==> config.mk <==
export PLATFORM = sky130hd
export DESIGN_NAME = fft4_dft_engine
export DESIGN_NICKNAME = d
export VERILOG_FILES = /design/src/rtl/fft4_pkg.sv /design/src/rtl/fft4_dft_engine_cmac.sv /design/src/rtl/fft4_dft_engine.sv
export SDC_FILE = /design/constraint.sdc
export NUM_CORES = 2
export LEC_CHECK = 0
export ABC_CLOCK_PERIOD_IN_PS = 21300
export BUFFER_PORTS_ARGS = -buffer_cell sky130_fd_sc_hd__buf_2
export CAP_MARGIN = 40
export CORE_MARGIN = 3
export CORE_UTILIZATION = 50
export CTS_CLUSTER_SIZE = 16
export DETAILED_ROUTE_END_ITERATION = 10
export GPL_TIMING_DRIVEN = 1
export PLACE_DENSITY_LB_ADDON = 0.1
export SYNTH_ARGS = -nofsm -noshare
export SYNTH_HDL_FRONTEND = slang
export SYNTH_SLANG_ARGS = --single-unit
==> constraint.sdc <==
create_clock -name clk -period 21.3 [get_ports clk]
set_input_delay 2.13 -clock clk [delete_from_list [all_inputs] [get_ports clk]]
set_output_delay 2.13 -clock clk [all_outputs]
set_load 0.01 [all_outputs]
==> src/rtl/fft4_pkg.sv <==
// Shared constants and FSM state type for the 4-point DFT engine.
package fft4_pkg;

  localparam int unsigned FFT_N     = 4;
  localparam int unsigned TW_FRAC   = 16;
  localparam int unsigned RND_CONST = 1 << (TW_FRAC - 1);

  typedef enum logic [1:0] {
    LOAD = 2'd0,
    MAC  = 2'd1,
    OUT  = 2'd2
  } state_t;

endpackage

==> src/rtl/fft4_dft_engine_cmac.sv <==
// Registered complex multiply-accumulate with clear and enable; also exposes
// the combinational next-accumulator value so the last term can be rounded.
module fft4_dft_engine_cmac #(
  parameter int unsigned DATA_W = 16,
  parameter int unsigned TW_W   = 17
) (
  input  logic                             clk,
  input  logic                             rst,
  input  logic                             clr,
  input  logic                             en,
  input  logic signed [DATA_W-1:0]         a_re,
  input  logic signed [DATA_W-1:0]         a_im,
  input  logic signed [TW_W-1:0]           b_re,
  input  logic signed [TW_W-1:0]           b_im,
  output logic signed [DATA_W+TW_W+2:0]    nxt_re_c,
  output logic signed [DATA_W+TW_W+2:0]    nxt_im_c
);

  localparam int unsigned P_W   = DATA_W + TW_W;
  localparam int unsigned ACC_W = DATA_W + TW_W + 3;

  logic signed [P_W-1:0]   p_rr, p_ii, p_ri, p_ir;
  logic signed [ACC_W-1:0] acc_re, acc_im;

  // Operands widened to the product width so the signed multiply cannot clip.
  assign p_rr = P_W'(a_re) * P_W'(b_re);
  assign p_ii = P_W'(a_im) * P_W'(b_im);
  assign p_ri = P_W'(a_re) * P_W'(b_im);
  assign p_ir = P_W'(a_im) * P_W'(b_re);

  assign nxt_re_c = acc_re + ACC_W'(p_rr) - ACC_W'(p_ii);
  assign nxt_im_c = acc_im + ACC_W'(p_ri) + ACC_W'(p_ir);

  always_ff @(posedge clk or posedge rst) begin
    if (rst) begin
      acc_re <= '0;
      acc_im <= '0;
    end else if (clr) begin
      acc_re <= '0;
      acc_im <= '0;
    end else if (en) begin
      acc_re <= nxt_re_c;
      acc_im <= nxt_im_c;
    end
  end

endmodule

==> src/rtl/fft4_dft_engine.sv <==
// Sequential 4-point DFT: buffers a frame, runs one complex MAC per cycle
// against an external twiddle LUT, and streams out rounded bins k = 0..3.
module fft4_dft_engine
  import fft4_pkg::*;
#(
  parameter int unsigned DATA_W = 16,
  parameter int unsigned TW_W   = 17,
  parameter int unsigned OUT_W  = DATA_W + 2
) (
  input  logic                     clk,
  input  logic                     rst,
  input  logic                     in_valid,
  output logic                     in_ready,
  input  logic signed [DATA_W-1:0] in_re,
  input  logic signed [DATA_W-1:0] in_im,
  output logic [1:0]               lut_k,
  output logic [1:0]               lut_n,
  input  logic signed [TW_W-1:0]   tw_re,
  input  logic signed [TW_W-1:0]   tw_im,
  output logic                     out_valid,
  input  logic                     out_ready,
  output logic signed [OUT_W-1:0]  out_re,
  output logic signed [OUT_W-1:0]  out_im,
  output logic [1:0]               out_k,
  output logic                     out_last
);

  localparam int unsigned ACC_W = DATA_W + TW_W + 3;
  localparam int unsigned SH_W  = ACC_W - TW_FRAC;
  localparam logic signed [SH_W-1:0] SAT_MAX = SH_W'((64'sd1 <<< (OUT_W - 1)) - 64'sd1);
  localparam logic signed [SH_W-1:0] SAT_MIN = SH_W'(-(64'sd1 <<< (OUT_W - 1)));

  state_t                   state;
  logic [1:0]               cnt, k, n;
  logic signed [DATA_W-1:0] x_re [FFT_N];
  logic signed [DATA_W-1:0] x_im [FFT_N];
  logic signed [ACC_W-1:0]  nxt_re, nxt_im, rnd_re, rnd_im;

  function automatic logic signed [OUT_W-1:0] sat(input logic signed [SH_W-1:0] v);
    if (v > SAT_MAX) return OUT_W'(SAT_MAX);
    if (v < SAT_MIN) return OUT_W'(SAT_MIN);
    return OUT_W'(v);
  endfunction

  assign lut_k = k;
  assign lut_n = n;

  // Accumulators sit at zero outside MAC, so each bin starts from a clean sum.
  fft4_dft_engine_cmac #(
    .DATA_W (DATA_W),
    .TW_W   (TW_W)
  ) u_cmac (
    .clk      (clk),
    .rst      (rst),
    .clr      (state != MAC),
    .en       (state == MAC),
    .a_re     (x_re[n]),
    .a_im     (x_im[n]),
    .b_re     (tw_re),
    .b_im     (tw_im),
    .nxt_re_c (nxt_re),
    .nxt_im_c (nxt_im)
  );

  // Round half up on the sum that includes the current (last) term.
  assign rnd_re = nxt_re + ACC_W'(RND_CONST);
  assign rnd_im = nxt_im + ACC_W'(RND_CONST);

  // Sample buffer needs no reset: every slot is rewritten before use.
  always_ff @(posedge clk) begin
    if (state == LOAD && in_valid && in_ready) begin
      x_re[cnt] <= in_re;
      x_im[cnt] <= in_im;
    end
  end

  always_ff @(posedge clk or posedge rst) begin
    if (rst) begin
      state     <= LOAD;
      cnt       <= '0;
      k         <= '0;
      n         <= '0;
      in_ready  <= 1'b1;
      out_valid <= 1'b0;
      out_last  <= 1'b0;
      out_re    <= '0;
      out_im    <= '0;
      out_k     <= '0;
    end else begin
      case (state)
        LOAD: begin
          if (in_valid && in_ready) begin
            cnt <= cnt + 2'd1;
            if (cnt == 2'(FFT_N - 1)) begin
              state    <= MAC;
              k        <= '0;
              n        <= '0;
              in_ready <= 1'b0;
            end
          end
        end
        MAC: begin
          n <= n + 2'd1;
          if (n == 2'(FFT_N - 1)) begin
            out_re    <= sat(SH_W'(rnd_re >>> TW_FRAC));
            out_im    <= sat(SH_W'(rnd_im >>> TW_FRAC));
            out_k     <= k;
            out_last  <= (k == 2'(FFT_N - 1));
            out_valid <= 1'b1;
            state     <= OUT;
          end
        end
        OUT: begin
          if (out_ready) begin
            out_valid <= 1'b0;
            out_last  <= 1'b0;
            n         <= '0;
            if (k == 2'(FFT_N - 1)) begin
              state    <= LOAD;
              cnt      <= '0;
              k        <= '0;
              in_ready <= 1'b1;
            end else begin
              k     <= k + 2'd1;
              state <= MAC;
            end
          end
        end
        default: state <= LOAD;
      endcase
    end
  end

endmodule

==> Word level (Yosys, flattened, before mapping) <==
Memories as Yosys holds them, arrays and structs flattened.
Cells that the tools add are included.
{ "totals": {"regBits": 121, "n_memories": 2, "mem_bits_rw": 128, "in_bits": 70} }
{ "memory_table": {"columns": ["memory", "depth", "width", "read_ports", "rd_clocked_by_memory_dff", "wr", "line", "rtl"], "rows": [
  ["x_im", 4, 16, 1, 0, 1, "fft4_dft_engine.sv:36", "logic signed [DATA_W-1:0] x_im [FFT_N];"],
  ["x_re", 4, 16, 1, 0, 1, "fft4_dft_engine.sv:35", "logic signed [DATA_W-1:0] x_re [FFT_N];"]
]} }
{ "classes": {"reduce_logical": 15, "magnitude_cmp": 4, "addsub": 9, "muxes": 55, "eq_ne": 11, "mul": 4} }
{ "op_table": {"columns": ["cell", "count"], "rows": [
  ["$mux W18", 8],
  ["$mux W36", 4],
  ["$mul A16 B17 Y33", 4],
  ["$add A36 B33 Y36", 3],
  ["$add A36 B16 Y36 const B", 2],
  ["$gt A20 B18 Y1 const B", 2],
  ["$lt A20 B18 Y1 const B", 2],
  ["$sub A36 B33 Y36", 1],
  ["$mux W1", 24],
  ["$mux W2", 12],
  ["$reduce_and A4 Y1", 4],
  ["$pmux W2 S3", 2],
  ["$eq A2 B2 Y1 const B", 4],
  ["$pmux W2 S2", 2],
  ["$add A2 B1 Y2 const B", 3],
  ["$ne A2 B1 Y1 const B", 3],
  ["$ne A2 B2 Y1 const B", 3],
  ["$pmux W1 S2", 3],
  ["$reduce_bool A2 Y1", 3],
  ["$reduce_and A5 Y1", 1],
  ["$logic_and A1 B1 Y1", 3],
  ["$reduce_and A3 Y1", 1],
  ["$reduce_bool A3 Y1", 1],
  ["$eq A2 B1 Y1 const B", 1],
  ["2 further kinds", 2]
]} }

==> Depth between registers and ports, before layout <==
An unclocked memory read counts as a cell.
{ "depth": {"depth_word": 14, "depth_mapped": 37, "depth_no_buf": 31} }

==> Cells and area by module <==
Synthesis repeated with hierarchy kept, for this count alone.
{ "unflattened": {"hier_cells": 5759, "hier_area_um2": 56839.5} }
{ "by_module_without_submodules": {"columns": ["mod", "cells_each", "seq_area_each_um2", "area_per_inst_um2", "n_inst"], "rows": [
  ["fft4_dft_engine_cmac", 5240, 1801.7, 49243.5, 1],
  ["fft4_dft_engine", 519, 5071.1, 7596.0, 1]
]} }

==> Least setup slack after synthesis <==
No wires, ideal clock.
{ "synth_path": {"kind": "input -> register", "startpoint": "in tw_re[16]", "endpoint": "reg out_im[10]", "arrival_ns": 10.952, "path_stages": 30, "required_time_ns": 21.164, "setup_time_ns": 0.136, "path_buffers": 3, "slack_ns": 10.212, "path_cell_list": "clkbuf_1 -> nand2_1 -> inv_1 -> fa_1 -> inv_1 -> fa_1 -> inv_1 -> fa_1 -> inv_1 -> fa_1 -> inv_1 -> fa_1 -> fa_1 -> fa_1 -> inv_1 -> fa_1 -> inv_1 -> ha_1 -> clkbuf_1 -> and2_1 -> a221oi_1 -> a21oi_1 -> o41ai_1 -> xor2_1 -> or3_1 -> nor4_2 -> xnor2_1 -> a211oi_2 -> buf_4 -> o22ai_1"} }
{ "synth_via": {"elab_chain_cells": 10, "elab_cells_between_ends": 15} }
{ "synth_rtl": {"columns": ["item", "line", "rtl"], "rows": [
  ["from (decl)", "fft4_dft_engine.sv:18", "input logic signed [TW_W-1:0] tw_re,"],
  ["$mul A16 B17 Y33 (*)", "fft4_dft_engine_cmac.sv:29", "assign p_ir = P_W'(a_im) * P_W'(b_re);"],
  ["$add A36 B33 Y36 (*)", "fft4_dft_engine_cmac.sv:32", "assign nxt_im_c = acc_im + ACC_W'(p_ri) + ACC_W'(p_ir);"],
  ["$add A36 B16 Y36 (*)", "fft4_dft_engine.sv:67", "assign rnd_im = nxt_im + ACC_W'(RND_CONST);"],
  ["$lt A20 B18 Y1", "fft4_dft_engine.sv:41", "if (v < SAT_MIN) return OUT_W'(SAT_MIN);"],
  ["$mux W1 (2 in series)", "fft4_dft_engine.sv:41", null],
  ["$mux W1", "fft4_dft_engine.sv:104", "if (n == 2'(FFT_N - 1)) begin"],
  ["$mux W1", "fft4_dft_engine.sv:90", "case (state)"],
  ["$mux W18", "fft4_dft_engine.sv:42", "return OUT_W'(v);"],
  ["$mux W18 (*)", "fft4_dft_engine.sv:41", null],
  ["to (signal assigned)", "fft4_dft_engine.sv:106", "out_im <= sat(SH_W'(rnd_im >>> TW_FRAC));"],
  ["to (decl)", "fft4_dft_engine.sv:23", "output logic signed [OUT_W-1:0] out_im,"]
]} }
Mark *: on every way between the ends. The rest lies on a longest branch, timed or not. The select of a mux whose other input is x is not followed.
A chain may end at the register's enable or synchronous reset.

==> Worst setup path in the final report <==
{ "layout_path": {"startpoint": "reg n[0] (netlist: lut_n[0])", "endpoint": "reg out_im[7]"} }
{ "layout_via": {"elab_chain_cells": 12, "elab_cells_between_ends": 21} }
{ "layout_rtl": {"columns": ["item", "line", "rtl"], "rows": [
  ["from (decl)", "fft4_dft_engine.sv:34", "logic [1:0] cnt, k, n;"],
  ["from (signal assigned)", "fft4_dft_engine.sv:103", "n <= n + 2'd1;"],
  ["$mem_v2 Z4 W16", null, null],
  ["$mul A16 B17 Y33", "fft4_dft_engine_cmac.sv:28", "assign p_ri = P_W'(a_re) * P_W'(b_im);"],
  ["$add A36 B33 Y36 (2 in series)", "fft4_dft_engine_cmac.sv:32", null],
  ["$add A36 B16 Y36", "fft4_dft_engine.sv:67", null],
  ["$lt A20 B18 Y1", "fft4_dft_engine.sv:41", null],
  ["$mux W1 (2 in series)", "fft4_dft_engine.sv:41", null],
  ["$mux W1", "fft4_dft_engine.sv:104", null],
  ["$mux W1", "fft4_dft_engine.sv:90", null],
  ["$mux W18", "fft4_dft_engine.sv:42", null],
  ["$mux W18", "fft4_dft_engine.sv:41", null]
]} }
Several ways; a longest one is shown, not always the timed one. The select of a mux whose other input is x is not followed.

==> impl_metrics.ini <==
[status]
status = completed

[finish]
multi_input_area_um2 = 42900
seq_area_um2 = 6880
fillers = 10300
drive_gt1_frac = 0.0557
syn_to_final_growth_pct = 5.54
nets = 7416

[global_routing]
grt_pass1_vias = 40500
grt_pass1_wl_mm = 226
grt_antenna_before_repair = 3
grt_util_all_layers = 0.247
grt_overflow = 0
grt_max_degree = 67

[floorplanning]
num_rows = 122
fp.coreArea_um2 = 111000
initial_core_util = 0.507
dieArea_um2 = 117000
pin_count = 115
die_x_um = 342
die_h_um = 342

[timing]
hold_viol = 0
hold_slack_ns = 0.478
skew_ns = 0.0601
rsz0062_at_grt = no
fin_crit_ns = 11.54
maxSlewHeadroom = 0.350
drv_slew = 0
finalCritPeriodShare = 0.542
finalSetupTns_ns = 0
worst_slew_pin_slew_ns = 0.950
setup_viol = 0
clock.fmax_ghz = 0.0866

[setup_path]
worstSetupStartpointType = flop
cp.arrival_ns = 12.00
endpoint_kind = flop
crit_required_ns = 21.76
path_buf_inv = 10
rrSetupSlack_ns = 9.76
crit_type = reg2reg
worstReg2RegStart = lut_n[0]
cpPeakStageDelay_ns = 0.62
cpMostUsedCell = fa_1
crit_family = adder cells
r2r_cells = 32
reg2reg_to = out_im[7]
cp_max_fo = 34
crit_slowest_cell = fa_1

[cts]
cts_buffer_depth = 3
post_cts_buffers = 0
tritoncts = built
postCtsHoldBufs = 0
clkSlewWorstSetupHoldPaths_ns = 0.06
cts_buffers = 31
clock_latency_ns = 0.66
root_buffer = clkbuf_16
h-tree-depth = 1
cts.sinks = 249
cts_resized = 0

[synthesis]
seq_area_frac_synth = 0.122
ys_types = 97
synthCells = 5695
synth_nets = 7457
synthArstFlopShare = 0.486
synth_area_leaders = fa_1 49%, inv_1 10%, ha_1 7.1%
postSynthAreaPerCell_um2 = 9.91
synth-edff-count = 128
synth.top_cell.area_share = 0.487
synth_warnings = 0
yosysTopAreaCell = fa_1
synth_area_um2 = 56400
synthFlopType = edfxtp_1
ys_ff_latch = 249

[place]
dp_hpwl_mm = 104
place_congestion = 0.861
port-buffer-count = 114

[routing]
wl_per_cell_um = 18.7
firstDrtPassIters = 5
ant_nets = 0
num_vias = 37100
wirelength_mm = 134
drc = 0
drtIter0Drc = 1974
vias_per_cell = 5.18

[hold_path]
hold_class = reg2reg
min_to = out_k[1]
hold_start = out_k[1]
whs_path_depth = 2

[flow_run]
drv_cap = 0
-- registers in the layout (all words and copies together), names as in the netlist --
signal / count
out_im: 18
out_valid: 1
lut_n: 2
out_re: 18
cnt: 2
u_cmac.acc_im: 36
lut_k: 2
x_re: 64
state: 2
u_cmac.acc_re: 36
out_last: 1
out_k: 2
x_im: 64
in_ready: 1
-- final cells by class --
class                           instances  area share
Antenna cell                            2   0.0000840
Clock inverter                         23     0.00428
Tap cell                             1488      0.0313
Timing Repair Buffer                  177      0.0199
Inverter                             1523      0.0960
Multi-Input combinational cell       3672       0.720
Clock buffer                           34      0.0132
Sequential cell                       249       0.115
-- worst max-delay path by stage --
stage | depth (start not counted) | endpoint | from | slack (ns)
after floorplan | 30 | out_im[10] | tw_re[16] | 10.21
after global placement | 29 | out_im[0] | tw_re[16] | 8.67
after detailed placement | 32 | out_im[0] | tw_re[16] | 9.05
after CTS | 33 | out_im[16] | lut_n[0] | 9.48
after global routing | 29 | out_re[8] | lut_n[0] | 8.94
final | 32 | out_im[7] | lut_n[0] | 9.76
-- synth_stat cells, types with 37 or more instances --
cell,number
xor2_1,41
ha_1,319
and2_1,530
a21oi_1,67
clkbuf_1,225
o21ai_0,65
fa_1,1373
inv_1,1523
nor2_1,184
xnor2_1,74
dfrtp_1,120
nand2_1,620
nor3_1,37
edfxtp_1,128
-- stage by stage --
step / setup slack [ns] / instances / area (um2) / util
final: 9.76 / 7168 / 59600 / 0.535
after detailed placement: 9.05 / 7108 / 58500 / 0.526
after floorplan: 10.21 / 5695 / 56400 / -
after global routing: 8.94 / 7166 / 59600 / 0.535
after CTS: 9.48 / 7165 / 59600 / 0.535
after global placement: 8.67 / 7094 / 58300 / 0.524
-- tightest hold or removal path, delay by kind of cell, from the launching register on --
family | cells | cell delay, ns
DFF | 1 | 0.34
and+or+nand+nor | 2 | 0.11
-- logic make-up after synthesis --
group | Yosys count | share of synthesized area
buf+inv | 1774 | 0.119
compound gates | 312 | 0.0378
flops | 249 | 0.122
mux | 39 | 0.0137
xor+xnor | 115 | 0.0178
simple gates | 1514 | 0.132
fa+ha+maj | 1692 | 0.558
-- cell usage in the layout, fill, tap and decap left out, types with 13 or more instances in the layout --
master	instances
clkbuf_16	31
o21ai_0	65
a21o_1	17
o22ai_1	24
buf_2	115
mux4_2	30
buf_4	51
nand3_1	27
ha_1	319
a21oi_1	67
and3_1	14
edfxtp_1	128
o211ai_1	24
inv_1	1522
nor3_1	37
nand4_1	14
nor4_1	13
nor2_1	184
and2_1	529
xor2_1	41
nand2_1	620
a211oi_1	14
or2_2	13
dfrtp_1	118
xnor2_1	74
fa_1	1373
-- layer usage --
layer	wire, um	track usage	part of all wire
met3	5940	0.0224	0.044
met1	59300	0.355	0.44
met2	66500	0.416	0.50
met5	9	0	0.000067
met4	2560	0.0446	0.019
Power is not shown: default switching activity piles up to over one toggle a cycle in this logic, so the estimate is an artifact.
